===== config.mk =====
export PLATFORM = sky130hd
export DESIGN_NAME = uar_transmitter
export DESIGN_NICKNAME = d
export VERILOG_FILES = /design/src/rtl/uar_transmitter.sv
export SDC_FILE = /design/constraint.sdc
export NUM_CORES = 1
export LEC_CHECK = 0
export CORE_UTILIZATION = 61
export CTS_CLUSTER_DIAMETER = 60
export DETAILED_ROUTE_END_ITERATION = 10
export PLACE_DENSITY = 0.92
export SLEW_MARGIN = 20
export SYNTH_ARGS = -nofsm -noshare
export SYNTH_HDL_FRONTEND = slang
export SYNTH_SLANG_ARGS = --single-unit

===== constraint.sdc =====
create_clock -name clk_in -period 4.9 [get_ports clk_in]
set_input_delay 0.49 -clock clk_in [delete_from_list [all_inputs] [get_ports clk_in]]
set_output_delay 0.49 -clock clk_in [all_outputs]
set_load 0.01 [all_outputs]

===== src/rtl/uar_transmitter.sv =====
// uar_transmitter: asynchronous serial transmitter.
// Sends start bit, DATA_BITS data bits LSB first, optional parity and stop bit(s).
// Bit timing comes from an integer divide of the system clock.
module uar_transmitter #(
    parameter int unsigned CLK_HZ    = 100_000_000,
    parameter int unsigned BAUD      = 9600,
    parameter int unsigned DATA_BITS = 8,
    parameter int unsigned PARITY    = 0,
    parameter int unsigned STOP_BITS = 1
) (
    input  logic                 clk_in,
    input  logic                 rst_in,
    input  logic [DATA_BITS-1:0] data_in,
    input  logic                 data_valid_in,
    output logic                 data_ready_out,
    output logic                 busy_out,
    output logic                 tx_out
);

    localparam int unsigned CYCLES_PER_BIT = CLK_HZ / BAUD;
    localparam int unsigned CNT_W          = $clog2(CYCLES_PER_BIT);
    localparam int unsigned IDX_W          = $clog2(DATA_BITS + 1);

    localparam logic [CNT_W-1:0] CNT_LAST  = CNT_W'(CYCLES_PER_BIT - 1);
    localparam logic [IDX_W-1:0] DATA_LAST = IDX_W'(DATA_BITS - 1);
    localparam logic [IDX_W-1:0] STOP_LAST = IDX_W'(STOP_BITS - 1);

    typedef enum logic [2:0] {
        S_IDLE,
        S_START,
        S_DATA,
        S_PARITY,
        S_STOP
    } state_t;

    state_t               state_q, state_d;
    logic [CNT_W-1:0]     cnt_q, cnt_d;
    logic [IDX_W-1:0]     idx_q, idx_d;
    logic [DATA_BITS-1:0] shreg_q, shreg_d;
    logic                 par_q, par_d;
    logic                 tx_q, tx_d;
    logic                 ready_q, ready_d;
    logic                 busy_q, busy_d;
    logic                 bit_end;

    assign bit_end        = (cnt_q == CNT_LAST);
    assign tx_out         = tx_q;
    assign data_ready_out = ready_q;
    assign busy_out       = busy_q;

    // State and datapath registers; reset forces an idle line immediately.
    always_ff @(posedge clk_in or negedge rst_in) begin
        if (!rst_in) begin
            state_q <= S_IDLE;
            cnt_q   <= '0;
            idx_q   <= '0;
            shreg_q <= '0;
            par_q   <= 1'b0;
            tx_q    <= 1'b1;
            ready_q <= 1'b1;
            busy_q  <= 1'b0;
        end else begin
            state_q <= state_d;
            cnt_q   <= cnt_d;
            idx_q   <= idx_d;
            shreg_q <= shreg_d;
            par_q   <= par_d;
            tx_q    <= tx_d;
            ready_q <= ready_d;
            busy_q  <= busy_d;
        end
    end

    // Next-state logic; outputs are computed one cycle ahead so they can be registered.
    always_comb begin
        state_d = state_q;
        idx_d   = idx_q;
        shreg_d = shreg_q;
        par_d   = par_q;
        tx_d    = tx_q;
        ready_d = ready_q;
        busy_d  = busy_q;

        if (state_q == S_IDLE || bit_end) begin
            cnt_d = '0;
        end else begin
            cnt_d = cnt_q + 1'b1;
        end

        case (state_q)
            S_IDLE: begin
                tx_d    = 1'b1;
                ready_d = 1'b1;
                busy_d  = 1'b0;
                if (data_valid_in && ready_q) begin
                    shreg_d = data_in;
                    par_d   = (PARITY == 1) ? ~^data_in : ^data_in;
                    idx_d   = '0;
                    tx_d    = 1'b0;
                    ready_d = 1'b0;
                    busy_d  = 1'b1;
                    state_d = S_START;
                end
            end
            S_START: begin
                if (bit_end) begin
                    idx_d   = '0;
                    tx_d    = shreg_q[0];
                    state_d = S_DATA;
                end
            end
            S_DATA: begin
                if (bit_end) begin
                    if (idx_q == DATA_LAST) begin
                        idx_d = '0;
                        if (PARITY != 0) begin
                            tx_d    = par_q;
                            state_d = S_PARITY;
                        end else begin
                            tx_d    = 1'b1;
                            state_d = S_STOP;
                        end
                    end else begin
                        idx_d   = idx_q + 1'b1;
                        shreg_d = shreg_q >> 1;
                        tx_d    = shreg_q[1];
                    end
                end
            end
            S_PARITY: begin
                if (bit_end) begin
                    idx_d   = '0;
                    tx_d    = 1'b1;
                    state_d = S_STOP;
                end
            end
            S_STOP: begin
                tx_d = 1'b1;
                if (bit_end) begin
                    if (idx_q == STOP_LAST) begin
                        ready_d = 1'b1;
                        busy_d  = 1'b0;
                        state_d = S_IDLE;
                    end else begin
                        idx_d = idx_q + 1'b1;
                    end
                end
            end
            default: begin
                tx_d    = 1'b1;
                ready_d = 1'b1;
                busy_d  = 1'b0;
                state_d = S_IDLE;
            end
        endcase
    end

endmodule


Word-level counts from Yosys, hierarchy flattened
Cells that the tools add are included.
{"block": "op_classes", "n_eq_ne": 16, "bitwise_logic": 1, "reduce_logical": 13, "mux": 33, "addsub": 2}
{"operator": "$mux 4", "n": 6}
{"operator": "$mux 8", "n": 3}
{"operator": "$mux 3", "n": 7}
{"operator": "$ne 2x2->1 const B", "n": 8}
{"operator": "$pmux 4 s4", "n": 1}
{"operator": "$pmux 8 s2", "n": 1}
{"operator": "$pmux 3 s5", "n": 1}
{"operator": "$add 14x1->14 const B", "n": 1}
{"operator": "$eq 14x14->1 const B", "n": 1}
{"operator": "$mux 14", "n": 1}
{"operator": "$mux 1", "n": 10}
{"operator": "$reduce_and 7->1", "n": 1}
{"operator": "$eq 3x2->1 const B", "n": 2}
{"operator": "$pmux 1 s3", "n": 2}
{"operator": "$reduce_and 3->1", "n": 2}
{"operator": "$reduce_and 6->1", "n": 1}
{"operator": "$add 4x1->4 const B", "n": 1}
{"operator": "$eq 4x3->1 const B", "n": 1}
{"operator": "$logic_not 4->1", "n": 1}
{"operator": "$ne 2x1->1 const B", "n": 2}
{"operator": "$pmux 1 s4", "n": 1}
{"operator": "$reduce_and 4->1", "n": 1}
{"operator": "$reduce_bool 4->1", "n": 1}
{"operator": "$eq 3x1->1 const B", "n": 1}
{"operator": "other kinds (8)", "n": 8}
{"block": "word_totals", "reg_bits": 32, "wordCells": 72, "in_bits": 11}

Logic depth before layout (Yosys ltp)
Gate-level depths: netlist of the first run.
{"block": "depth", "ltp_word": 4, "mapped_depth": 7, "ltp_nobuf": 7}

Worst setup path after synthesis of the first run
No wires, ideal clock.
{"block": "synth_path", "kind": "register to register", "startpoint": "register cnt_q[10]", "endpoint": "register idx_q[3]", "setup_slack_ns": 3.028, "path_stages_with_launch": 6, "required_time_ns": 4.831, "synth_period_minus_slack_ns": 1.872, "arrival_ns": 1.804, "setup_ns": 0.069, "path_cell_list": "dfrtp_1 > or3_4 > nor4_4 > a21oi_2 > or4b_1 > nand3_1"}
{"block": "synth_via", "elab_chain_cells": 3, "word_cells_on_any_way": 5, "cone_classes": "eq/ne (4); reduce/logical (1)"}
{"item": "start, declared", "line_no": "37", "text": "logic [CNT_W-1:0] cnt_q, cnt_d;"}
{"item": "start signal, assigned", "line_no": "64", "text": "cnt_q <= cnt_d;"}
{"item": "$eq 14x14->1 *", "line_no": "46", "text": "assign bit_end = (cnt_q == CNT_LAST);"}
{"item": "$ne 2x1->1 (no line) or $ne 2x2->1 (tied branches)"}
{"item": "$reduce_and 6->1 (no line) *"}
{"item": "end signal, assigned", "line_no": "65", "text": "idx_q <= idx_d;"}
{"item": "end, declared", "line_no": "38", "text": "logic [IDX_W-1:0] idx_q, idx_d;"}
Every way passes the cells marked *; elsewhere a longest branch is shown, timed or not.
A chain may end at the register's enable or synchronous reset.

Worst setup path after layout of the first run
{"block": "layout_path", "startpoint": "register cnt_q[0]", "endpoint": "register idx_q[3]"}
Same word-level chain as after synthesis.

==> results of run 1 <==
[power by group]
group | internal [mW] | switching [mW]
logic | 0.00838 | 0.00709
registers | 0.264 | 0
clock network | 0.0695 | 0.0972
[cell families (layout without fill, tap and decap cells)]
family / count (synthesis) / in the layout / synth area share (%)
adder cells (fa/ha/maj): 3 / 3 / 2.29
AO/OA/AOI/OAI: 27 / 27 / 9.38
AND/OR/NAND/NOR: 76 / 76 / 25.5
XOR/XNOR: 12 / 12 / 6.40
multiplexers: 7 / 7 / 4.27
flip-flops: 32 / 32 / 48.9
buffers and inverters: 12 / 28 / 3.20
[final cells by class]
cell class | count | area (um^2)
Multi-Input combinational cell | 125 | 786
Tap cell | 30 | 37.5
Sequential cell | 32 | 803
Inverter | 5 | 18.8
Timing Repair Buffer | 15 | 145
Clock inverter | 2 | 15.0
Fill cell | 165 | 643
Clock buffer | 6 | 51.3
[worst max-delay path: cells and delay by family (launching register included)]
family	cells	cell delay [ps]
AOI/OAI and AO/OA	1	180
DFF	1	400
adders and majority gates	1	220
and+or+nand+nor	4	1270
[metal layers]
metal  vias up  part of all wire, %  global-route usage, %
met5         -                    0                      0
met4         0                  2.7                   15.8
met3        10                  3.2                   6.50
met2        30                   50                   44.9
met1       613                   44                   32.2
li1        613                    -                      -
[registers in the layout (all words and copies together) (netlist names)]
| name | flops |
|---|---|
| busy_out | 1 |
| cnt_q | 14 |
| data_ready_out | 1 |
| idx_q | 4 |
| shreg_q | 8 |
| state_q | 3 |
| tx_out | 1 |
[metrics by stage]
stage	utilization [%]	hold WS [ps]	cell area [um^2]
2_1_floorplan	-	194	1640
6_report	74.3	500	1860
3_3_place_gp	71.6	459	1790
3_5_place_dp	71.6	487	1790
5_1_grt	74.3	525	1860
4_1_cts	74.3	504	1860
[worst max path at each step]
stage | start | endpoint | slack (ps)
2_1_floorplan | cnt_q[10]$_DFF_PN0_ | idx_q[3]$_DFFE_PN0P_ | 3030
3_3_place_gp | cnt_q[0]$_DFF_PN0_ | idx_q[3]$_DFFE_PN0P_ | 2910
3_5_place_dp | cnt_q[0]$_DFF_PN0_ | idx_q[3]$_DFFE_PN0P_ | 2790
4_1_cts | cnt_q[0]$_DFF_PN0_ | idx_q[3]$_DFFE_PN0P_ | 2760
5_1_grt | cnt_q[0]$_DFF_PN0_ | idx_q[3]$_DFFE_PN0P_ | 2560
6_report | cnt_q[0]$_DFF_PN0_ | idx_q[3]$_DFFE_PN0P_ | 2760
[placed cells by master, fill, tap and decap left out, types with 3 or more instances in the layout]
cell and count:
nand4_1 4, xor2_1 8, ha_1 3, nand3_1 8, nand2b_1 3, clkbuf_4 5, nor3b_1 3, nor3_1 3
o21ai_0 9, dfrtp_1 30, nand3b_1 3, a21oi_1 10, mux2i_1 7, nor2_1 23, inv_1 5, xnor2_1 4
and3_1 3, clkdlybuf4s50_1 13, nand2_1 13
==> results by group, run 1 <==
Timing
  • F_max: 467 MHz
  • Worst-Margin Slew: 530 ps
  • Setup violators final: 0
  • Final WS setup: 2760 ps
  • Final slew viol count: 0
  • Fin crit period: 2140 ps
  • RSZ-0062 raised after global routing: false
  • Final hold vios: 0
  • Rel. slew slack: 64.4%
  • Clock Skew: 9.63 ps
  • Total Neg Setup Slack: 0 ps
  • Crit share post-route: 43.7%

Synth
  • Netlist cell types: 37
  • Top_reg_cell synth: dfrtp_1
  • Number of flops mapped to enable cells by yosys: 0
  • FF+latch count, synth: 32
  • Syn nets: 183
  • Post-Synthesis Cells: 169
  • Mean Syn Cell Area: 9.71 um^2
  • Commonest cells post-synth: dfrtp_1 (30), nor2_1 (23), nand2_1 (13), a21oi_1 (10), o21ai_0 (9)
  • Area contributors post-synth: dfrtp_1 (46%), nor2_1 (5.3%), mux2i_1 (4.3%)
  • Top-count cell post-synth: dfrtp_1
  • Synthesized area: 0.00164 mm^2
  • Largest area contributor in the netlist: dfrtp_1
  • Async SR Flop Fraction: 100%
  • Sequential area share after synthesis: 48.9%
  • Yosys Warn Count: 0
  • Share of the synthesized area in the top cell type: 45.7%

Worst setup path
  • WP data required: 5190 ps
  • Worst Path Max Fanout: 10
  • CP max-delay cell: nor4_4
  • R2R Path End: idx_q[3]$_DFFE_PN0P_
  • FF-to-FF setup slack: 2760 ps
  • Cell Chain, Critical Path: ha_1 > nand4_1 > nor4_4 > a21oi_2 > or4b_1 > nand3_1
  • Worst Path Arrival: 2430 ps
  • R2r worst-path depth: 6
  • Worst setup SP type: flip-flop
  • Largest stage delay on the critical path: 510 ps
  • FF-to-FF Start: cnt_q[0]$_DFF_PN0_
  • Worst setup EP type: flip-flop
  • Crit Path Class: flip-flop to flip-flop

Floorplan
  • # rows: 18
  • Die area: 0.00290 mm^2
  • I/O pin count: 14
  • Initial core utilization: 65.7%
  • Die height: 53.9 um
  • Die width: 53.9 um
  • Core region area: 0.00250 mm^2

Detailed routing
  • Wirelength per Cell: 15.1 um
  • Vias per cell: 5.89
  • Total number of vias: 1266
  • Pre-antenna DRT Iters: 4
  • Initial DRC Count: 32
  • Drt drc: 0
  • Final wirelength: 3.25 mm
  • Post-DRT Antenna Nets: 0

Finish
  • Final Non-Filler Cells: 215
  • Syn-to-layout area delta: 13.1%
  • Nets@finish: 198
  • Layout cells sized above 1: 10.3%
  • Ant diodes: 0

CTS
  • Post-CTS setup buffers: 0
  • Number of clock sinks: 32
  • H-tree depth: 2
  • CTS resizes: 0
  • Num CTS Buffers: 5
  • CTS root buffer: clkbuf_4
  • Clk buf depth: 2
  • Post-CTS Hold Fix Bufs: 0
  • Clk slew on worst S/H paths: 100 ps
  • TritonCTS clock tree: done
  • Worst-skew pair later-pin latency: 350 ps

Power
  • Pwr/cell area: 240 mW/mm^2
  • Maximum vdd drop: 0.217 mV
  • Pleak: 0.803 nW
  • Tot Pwr: 0.446 mW

Placement
  • Placed cells: 207
  • Pre-CTS WS: 2790 ps
  • Port-buffer cells: 13
  • Routability cong.: 0.831
  • HPWL after detailed placement: 2.25 mm

Global routing
  • Vias in the first global route: 1241
  • First-pass GRT wire length: 5.35 mm
  • Largest net degree at the start of global routing: 33
  • Initial antenna violation count: 0
  • Grt ovf: 0
  • All-Layer GR Usage: 27.2%

Hold path
  • Hold endpoint: cnt_q[0]$_DFF_PN0_
  • Min-delay src: cnt_q[0]$_DFF_PN0_
  • Hold Crit Class: flip-flop to flip-flop
  • Hold Crit Depth: 1

Run
  • Max-Cap Viols: 0

Outcome
  • Status: complete, no violations
(Power assumes the default switching activity.)
==> run 2, diff against run 1 <==
--- a/config.mk
+++ b/config.mk
@@ -5,10 +5,10 @@
 export SDC_FILE = /design/constraint.sdc
 export NUM_CORES = 1
 export LEC_CHECK = 0
-export CORE_UTILIZATION = 61
+export CORE_UTILIZATION = 51
 export CTS_CLUSTER_DIAMETER = 60
 export DETAILED_ROUTE_END_ITERATION = 10
-export PLACE_DENSITY = 0.92
+export PLACE_DENSITY = 0.83
 export SLEW_MARGIN = 20
 export SYNTH_ARGS = -nofsm -noshare
 export SYNTH_HDL_FRONTEND = slang
==> constraint.sdc (replaced) <==
create_clock -name clk_in -period 1.8 [get_ports clk_in]
set_input_delay 0.18 -clock clk_in [delete_from_list [all_inputs] [get_ports clk_in]]
set_output_delay 0.18 -clock clk_in [all_outputs]
set_load 0.01 [all_outputs]
==> run 2 against run 1 <==
Sequential cell count stayed put; core utilization is 7.1 points lower; via count is 5.3% higher; design area is 11% higher; worst hold slack worse by 290 ps; highest routed layer unchanged.
==> results by group, run 2 (synthesized netlist as in run 1, its figures left out) <==
Timing
  • Fin crit period: 1790 ps
  • RSZ-0062 raised after global routing: true
  • Setup violators final: 0
  • Final hold vios: 0
  • Total Neg Setup Slack: 0 ps
  • Final slew viol count: 0
  • Rel. slew slack: 73.5%
  • Clock Skew: 17.8 ps
  • Crit share post-route: 99.3%
  • Hold WS: 213 ps
  • F_max: 560 MHz
  • Worst-Margin Slew: 396 ps

Outcome
  • Status: complete, no violations

CTS
  • CTS root buffer: clkbuf_4
  • Num CTS Buffers: 5
  • Worst-skew pair later-pin latency: 350 ps
  • Clk slew on worst S/H paths: 100 ps
  • Clk buf depth: 2
  • TritonCTS clock tree: done
  • Number of clock sinks: 32
  • H-tree depth: 2

Power
  • Sequential power share: 58.9%
  • P_sw: 0.257 mW
  • Clock network fraction of total power: 37.7%
  • Tot Pwr: 1.22 mW
  • Pint: 0.962 mW
  • Combinational share of power: 3.4%
  • Pwr/cell area: 594 mW/mm^2
  • Sw Share: 21.1%
  • Pleak: 0.916 nW
  • Maximum vdd drop: 0.401 mV

Worst setup path
  • R2R Path End: idx_q[3]$_DFFE_PN0P_
  • WP data required: 2080 ps
  • Largest stage delay on the critical path: 500 ps
  • WP depth: 5
  • Buffers and inverters on the worst path: 0
  • FF-to-FF Start: cnt_q[10]$_DFF_PN0_
  • Worst setup SP type: flip-flop
  • CP top delay family: simple AND/OR/NAND/NOR gates
  • FF-to-FF setup slack: 10 ps
  • Worst Path Arrival: 2070 ps
  • CP max-delay cell: or4b_1
  • Worst setup EP type: flip-flop
  • Cell Chain, Critical Path: or3_4 > nor4_4 > a21oi_2 > or4b_1 > nand3_1
  • Crit Path Class: flip-flop to flip-flop
  • Worst Path Max Fanout: 2
  • R2r worst-path depth: 5

Detailed routing
  • Vias per cell: 5.38
  • Drt drc: 0
  • Final wirelength: 3.45 mm
  • Initial DRC Count: 64
  • Pre-antenna DRT Iters: 4
  • Post-DRT Antenna Nets: 0
  • Wirelength per Cell: 13.9 um
  • Total number of vias: 1333

Finish
  • Max reg flops: 14
  • Layout cells sized above 1: 21.1%
  • Ant diodes: 0
  • Design area: 0.00205 mm^2
  • Syn-to-layout area delta: 25.0%
  • Commonest non-fill, non-tap cells in the layout: dfrtp_1 (29), nor2_1 (23), buf_4 (21)
  • Util after Layout: 67.2%
  • Commonest non-fill, non-tap cell in the layout: dfrtp_1
  • Nets@finish: 218
  • Largest registers: cnt_q (14), shreg_q (8), idx_q (4)
  • Top reg by flops: cnt_q

Global routing
  • All-Layer GR Usage: 22.9%
  • First-pass GRT wire length: 5.71 mm
  • Largest net degree at the start of global routing: 33
  • GRT busiest layer: met2
  • Vias in the first global route: 1265
  • GRT met2 Usage: 36.4%
  • Grt ovf: 0
  • Initial antenna violation count: 0
  • GR Util met3: 4.84%
  • Met1 Use GR: 28.8%

Hold path
  • Hold Crit Class: input port to async pin

Floorplan
  • Initial core utilization: 53.8%
  • Core region area: 0.00305 mm^2
  • # rows: 20
  • I/O pin count: 14
  • Die height: 58.7 um
  • Die width: 58.7 um
  • Die area: 0.00345 mm^2

Run
  • Max-Cap Viols: 0

Placement
  • Port-buffer cells: 13
  • Area after DPL: 0.00193 mm^2
  • Routability cong.: 0.819
  • HPWL after detailed placement: 2.31 mm
-- run 2: timing repair --
item / in CTS / in global routing
buffers inserted: 0 / 3
endpoints found under the setup margin: 0 / 22
hold buffers: 0 / 0
resized for setup: 0 / 9
-- run 2: how the worst max path moves through the flow --
stage | start | to | slack (ps)
2_1_floorplan | cnt_q[10]$_DFF_PN0_ | idx_q[3]$_DFFE_PN0P_ | -70
3_3_place_gp | state_q[2]$_DFFE_PN0P_ | idx_q[3]$_DFFE_PN0P_ | 70
3_5_place_dp | cnt_q[0]$_DFF_PN0_ | idx_q[3]$_DFFE_PN0P_ | 40
4_1_cts | state_q[0]$_DFFE_PN0P_ | idx_q[3]$_DFFE_PN0P_ | 20
5_1_grt | cnt_q[10]$_DFF_PN0_ | data_ready_out$_DFFE_PN1P_ | -100
6_report | cnt_q[10]$_DFF_PN0_ | idx_q[3]$_DFFE_PN0P_ | 10
-- run 2: layout make-up --
cell class	count	area (um^2)
repair buffers	34	288
clock buffers	7	65.1
inverters	5	18.8
flip-flops and latches	32	805
fillers	257	1000
well taps	44	55.1
multi-input cells	126	821
-- run 2: routing by layer --
layer / wire [um] / part of all wire (%)
met2: 1760 / 51
met3: 96 / 2.8
met4: 70 / 2.0
met1: 1520 / 44
met5: 0 / 0
-- run 2: stage by stage --
| stage | worst slack [ps] | cells |
|---|---|---|
| 3_3_place_gp | 65.3 | 237 |
| 2_1_floorplan | -72.2 | 169 |
| 3_5_place_dp | 44.8 | 237 |
| 6_report | 13.0 | 248 |
| 4_1_cts | 18.1 | 244 |
| 5_1_grt | -97.3 | 248 |
-- run 2: worst reg2reg max path, stage by stage, from the launching register on --
cell     delay [ps]
dfrtp_1         400
or3_4           400
nor4_4          250
a21oi_2          90
or4b_1          500
nand3_1          80
-- run 2: power groups by stage --
stage	clock network [mW]	registers [mW]	logic [mW]
after floorplan	0	0.733	0.00420
after global placement	0	0.733	0.0413
after detailed placement	0	0.733	0.0425
after CTS	0.473	0.719	0.0426
after global routing	0.494	0.719	0.0459
final	0.459	0.718	0.0413
==> run 3, diff against run 2 <==
--- a/config.mk
+++ b/config.mk
@@ -9,7 +9,9 @@
 export CTS_CLUSTER_DIAMETER = 60
 export DETAILED_ROUTE_END_ITERATION = 10
 export PLACE_DENSITY = 0.83
+export SKIP_CTS_REPAIR_TIMING = 1
 export SLEW_MARGIN = 20
 export SYNTH_ARGS = -nofsm -noshare
 export SYNTH_HDL_FRONTEND = slang
 export SYNTH_SLANG_ARGS = --single-unit
+export TNS_END_PERCENT = 30
==> results of run 3 <==
Same layout as run 2: the final DEF is identical, and so are final timing and power.
